==> src/rtl/rf_access_master.sv <==
// Register-file access initiator: sequences READ2, WRITE and ADDI (read-modify-write)
// requests onto a 16-bit register-file port and returns results over a valid/ready channel.
module rf_access_master #(
    parameter int DATA_W  = 16,
    parameter int ADDR_W  = 5,
    parameter int MAX_REG = 12
) (
    input  logic              clk,
    input  logic              reset,

    input  logic              req_valid,
    output logic              req_ready,
    input  logic [1:0]        req_op,
    input  logic [ADDR_W-1:0] req_ra,
    input  logic [ADDR_W-1:0] req_rb,
    input  logic [DATA_W-1:0] req_wdata,

    output logic [ADDR_W-1:0] rf_register1,
    output logic [ADDR_W-1:0] rf_register2,
    output logic [DATA_W-1:0] rf_data_in,
    output logic              rf_write,
    input  logic [DATA_W-1:0] rf_r1_data,
    input  logic [DATA_W-1:0] rf_r2_data,

    output logic              rsp_valid,
    input  logic              rsp_ready,
    output logic [DATA_W-1:0] rsp_a,
    output logic [DATA_W-1:0] rsp_b,
    output logic              rsp_err
);

    typedef enum logic [1:0] {
        IDLE,
        ACCESS,
        WB,
        RESP
    } state_t;

    localparam logic [1:0]        OP_READ2 = 2'b00;
    localparam logic [1:0]        OP_WRITE = 2'b01;
    localparam logic [1:0]        OP_ADDI  = 2'b10;
    localparam logic [1:0]        OP_RSVD  = 2'b11;
    localparam logic [ADDR_W-1:0] MAX_SEL  = ADDR_W'(MAX_REG);

    state_t              state;
    logic [1:0]          op_q;
    logic [ADDR_W-1:0]   ra_q;
    logic [DATA_W-1:0]   wdata_q;
    logic                err_q;
    logic                ready_q;
    logic                write_q;
    logic                req_err;

    function automatic logic sel_bad(input logic [ADDR_W-1:0] sel);
        return (sel == '0) || (sel > MAX_SEL);
    endfunction

    // Errors are resolved at accept time so the ACCESS cycle only has to act on one flag.
    assign req_err = (req_op == OP_RSVD) || sel_bad(req_ra) ||
                     ((req_op == OP_READ2) && sel_bad(req_rb));

    // NOTE: reset is also gated combinationally so that a write already set up for this
    // cycle is suppressed the moment reset rises, not one edge later.
    assign req_ready = ready_q & ~reset;
    assign rf_write  = write_q & ~reset;

    // NOTE: all state below uses non-blocking assignments so every register samples
    // the pre-edge values of the others, independent of statement order.
    always_ff @(posedge clk) begin
        if (reset) begin
            state        <= IDLE;
            op_q         <= OP_READ2;
            ra_q         <= '0;
            wdata_q      <= '0;
            err_q        <= 1'b0;
            ready_q      <= 1'b0;
            write_q      <= 1'b0;
            rf_register1 <= '0;
            rf_register2 <= '0;
            rf_data_in   <= '0;
            rsp_valid    <= 1'b0;
            rsp_a        <= '0;
            rsp_b        <= '0;
            rsp_err      <= 1'b0;
        end else begin
            case (state)
                IDLE: begin
                    ready_q <= 1'b1;
                    if (req_valid && ready_q) begin
                        state        <= ACCESS;
                        ready_q      <= 1'b0;
                        op_q         <= req_op;
                        ra_q         <= req_ra;
                        wdata_q      <= req_wdata;
                        err_q        <= req_err;
                        rf_register1 <= req_ra;
                        rf_register2 <= req_rb;
                        if ((req_op == OP_WRITE) && !req_err) begin
                            rf_data_in <= req_wdata;
                            write_q    <= 1'b1;
                        end
                    end
                end

                ACCESS: begin
                    write_q      <= 1'b0;
                    rf_register2 <= '0;
                    rf_data_in   <= '0;
                    if (err_q) begin
                        rsp_a        <= '0;
                        rsp_b        <= '0;
                        rsp_err      <= 1'b1;
                        rsp_valid    <= 1'b1;
                        rf_register1 <= '0;
                        state        <= RESP;
                    end else begin
                        // WRITE commits on this same edge, so rsp_a holds the pre-write value.
                        rsp_a <= rf_r1_data;
                        rsp_b <= (op_q == OP_READ2) ? rf_r2_data : '0;
                        if (op_q == OP_ADDI) begin
                            rf_register1 <= ra_q;
                            rf_data_in   <= rf_r1_data + wdata_q;
                            write_q      <= 1'b1;
                            state        <= WB;
                        end else begin
                            rf_register1 <= '0;
                            rsp_valid    <= 1'b1;
                            state        <= RESP;
                        end
                    end
                end

                WB: begin
                    rsp_a        <= rf_data_in;
                    write_q      <= 1'b0;
                    rf_register1 <= '0;
                    rf_data_in   <= '0;
                    rsp_valid    <= 1'b1;
                    state        <= RESP;
                end

                RESP: begin
                    if (rsp_ready) begin
                        rsp_valid <= 1'b0;
                        rsp_err   <= 1'b0;
                        ready_q   <= 1'b1;
                        state     <= IDLE;
                    end
                end

                default: state <= IDLE;
            endcase
        end
    end

endmodule
==> config.mk <==
export PLATFORM = sky130hd
export DESIGN_NAME = rf_access_master
export DESIGN_NICKNAME = d
export VERILOG_FILES = /design/src/rtl/rf_access_master.sv
export SDC_FILE = /design/constraint.sdc
export NUM_CORES = 1
export LEC_CHECK = 0
export CORE_MARGIN = 2
export CORE_UTILIZATION = 30
export DETAILED_ROUTE_END_ITERATION = 8
export GPL_TIMING_DRIVEN = 1
export SYNTH_ARGS = -nofsm -noshare
export SYNTH_HDL_FRONTEND = slang
export SYNTH_SLANG_ARGS = --single-unit
==> constraint.sdc <==
create_clock -name clk -period 3.8 [get_ports clk]
set_input_delay 0.57 -clock clk [delete_from_list [all_inputs] [get_ports clk]]
set_output_delay 0.57 -clock clk [all_outputs]
set_load 0.03 [all_outputs]
==> run metrics <==
largest net degree at the start of global routing 52; drt pass-1 iters 4; total CTS buffers 9; Power Dens Cells 810 nW/um^2; maximum VDD drop 0.399 mV; Worst Setup Start Kind primary input; Clock Tree Buf Depth 2; FP Rows 43; Post-CTS Setup Inserts 0; Total GRT Usage 17.8%; post-cts resize count 0; Total Die Area 15300 um^2; Max Slew Vio Count 0; Post-Route WL approximately 13000 um; buffer and inverter count on the worst path 1; Synth Area per Inst 8.37 um^2; total gr overflow 0; Clock Skew 6.35 ps; Max Clk Rate 0.356 GHz; share of cells above drive strength 1 6.02%; CP required around 4000 ps; number of global-route vias before repair ~4.2k; routed vias/inst 5.29; RSZ-0062 raised after global routing false; I/O pin count 126; Residual DRC 0; Seq cells post-synth 88; post-DP HPWL 9420 um; part of the cycle the worst path needs 73.9%; gp weighted congestion 0.842; clock sinks 88; NumNets Final 710; routed vias between 4k and 5k; TritonCTS clock tree yes; setup tns final 0 ps; Root Buffer clkbuf_16; slowest cell delay on critical path ~440 ps; antenna-violating nets left 0; Post-synth EDFFs 0; Seq/Total Area, Yosys 40.9%; initial antenna violation count 0; Worst setup EP type flop; syn nets 599; CP Max Fanout 3; Yosys warning count 0; min Tclk post-route 2810 ps; min-delay worst type reg2reg; Clock Latency Late Sink 350 ps; max_cap viols 0; Cell variety after synth 53; core area 13900 um^2; 1st-iter DRT viols 269; Mapped Area 4310 um^2; final hold violations 0; critical path cell sequence clkdlybuf4s50_1, ha_1, fa_1, a21o_1, a221oi_2, o21ai_1, a21boi_1, nor3_1, o31a_1; fraction of registers with async set/reset 0%; cts hold-fix bufs 0; Power Total 4.88 mW; Die X 124 um; synth-to-layout area growth 39.6%; Diodes inserted 0; relative slew slack 41.1%; status completed; WP data arrival 3050 ps; IO Port Bufs 125; critical path type in2reg; Routed WL per cell 16.4 um; Setup-failing EPs final 0; Leak Pwr ~2.2 nW; first-pass GRT wire length 21100 um; CP top delay family compound AO/OA/AOI/OAI gates; clock-pin slew of the registers on the worst-case setup and hold paths 70 ps; Top FF cell, synth dfxtp_1; critical path's slowest cell clkdlybuf4s50_1; H-Tree Depth 3; slew of the pin with the lowest slew margin 877 ps; Die Span Y 124 um; Synth Instances 515; Fill cells 1364; Initial Util 30.9%
-- worst paths after layout --
path / endpoint / slack (ps) / startpoint / depth (start not counted)
worst max-delay path: rf_data_in[12] / 990 / rf_r1_data[0] / 9
worst min-delay path: wdata_q[3] / 460 / wdata_q[3] / 2
worst max register to register: rf_data_in[10] / 1170 / state[1] / 7
worst min register to register: wdata_q[3] / 460 / wdata_q[3] / 2
-- per-layer routing --
layer / wire (um) / track usage (%) / share of wire [%]
met5: 0 / 0 / 0
met4: 160 / 6.61 / 1.2
met3: 1220 / 5.59 / 9.1
met2: 6080 / 27.8 / 46
met1: 5860 / 22.9 / 44
-- power by group --
group          internal [mW]  switching (mW)  total [mW]  leakage [nW]
combinational          0.964            1.55        2.52          1.36
sequential              1.21           0.190        1.40         0.719
clock                  0.577           0.379       0.956         0.156
total                   2.75            2.12        4.88          2.23
-- kinds of logic after synthesis --
kind of cell,count (synthesis),share of synthesized area [%]
buf+inv,41,4.01
xor+xnor,8,1.63
flops,88,40.9
fa+ha+maj,20,5.98
compound gates,160,26.2
mux,2,0.465
simple gates,196,20.8
-- cell type report --
cell class | instances | area (um^2) | share of cell area, %
multi-input cells | 386 | 2380 | 39.5
flip-flops and latches | 88 | 1760 | 29.3
repair buffers | 132 | 1300 | 21.6
clock buffers | 9 | 225 | 3.74
well taps | 180 | 225 | 3.74
clock inverters | 7 | 95.1 | 1.58
inverters | 9 | 33.8 | 0.561
-- metrics by stage --
step	cell area [um^2]	std cells	worst slack, ps	hold slack [ps]	utilization, %
after floorplan	4310	515	1310	436	-
after detailed placement	5700	795	657	450	40.9
after global routing	6020	811	883	474	43.2
final	6020	811	991	459	43.2
after CTS	6020	811	1010	461	43.2
after global placement	5700	795	672	442	40.9
-- tightest hold or removal path, cell delays in order, from the launching register on --
cell	delay (ps)
dfxtp_1	310
nand2_1	50
a21oi_1	50
-- flip-flops by register name (all words and copies together), names as in the netlist --
signal and flops:
wdata_q 16, rf_register1 5, rsp_valid 1, err_q 1, rsp_err 1, write_q 1
rsp_a 16, op_q 2, rsp_b 16, state 2, rf_data_in 16, ra_q 5
ready_q 1, rf_register2 5
-- synthesized netlist by cell type, types with 5 or more instances --
cell	instances	share of area [%]
inv_1	7	0.61
nor2_1	72	6.3
o21ai_0	10	1.2
and3_1	7	1.0
nor3_1	30	3.5
a21oi_1	46	5.3
a221oi_1	21	4.3
nand3_1	5	0.58
xnor2_1	5	1.0
a22oi_1	26	4.5
ha_1	19	5.5
a211oi_1	15	2.6
a21o_1	8	1.4
clkbuf_1	22	1.9
dfxtp_1	88	41
nand2_1	63	5.5
-- placed cells by master (no fill, tap or decap), types with 3 or more instances in the layout --
cell,n
clkdlybuf4s50_1,124
dfxtp_1,88
nor2_1,71
nand2_1,63
a21oi_1,46
nor3_1,30
a22oi_1,26
a221oi_1,21
ha_1,19
a211oi_1,15
o21ai_0,10
clkbuf_16,9
a21o_1,8
inv_1,7
and3_1,7
buf_4,7
nand3_1,5
xnor2_1,5
nor2b_1,4
o211ai_1,4
a311oi_1,4
a31oi_1,3
o211a_1,3
nand2b_1,3
xor2_1,3
No activity file was read; power rests on OpenSTA's default activity.
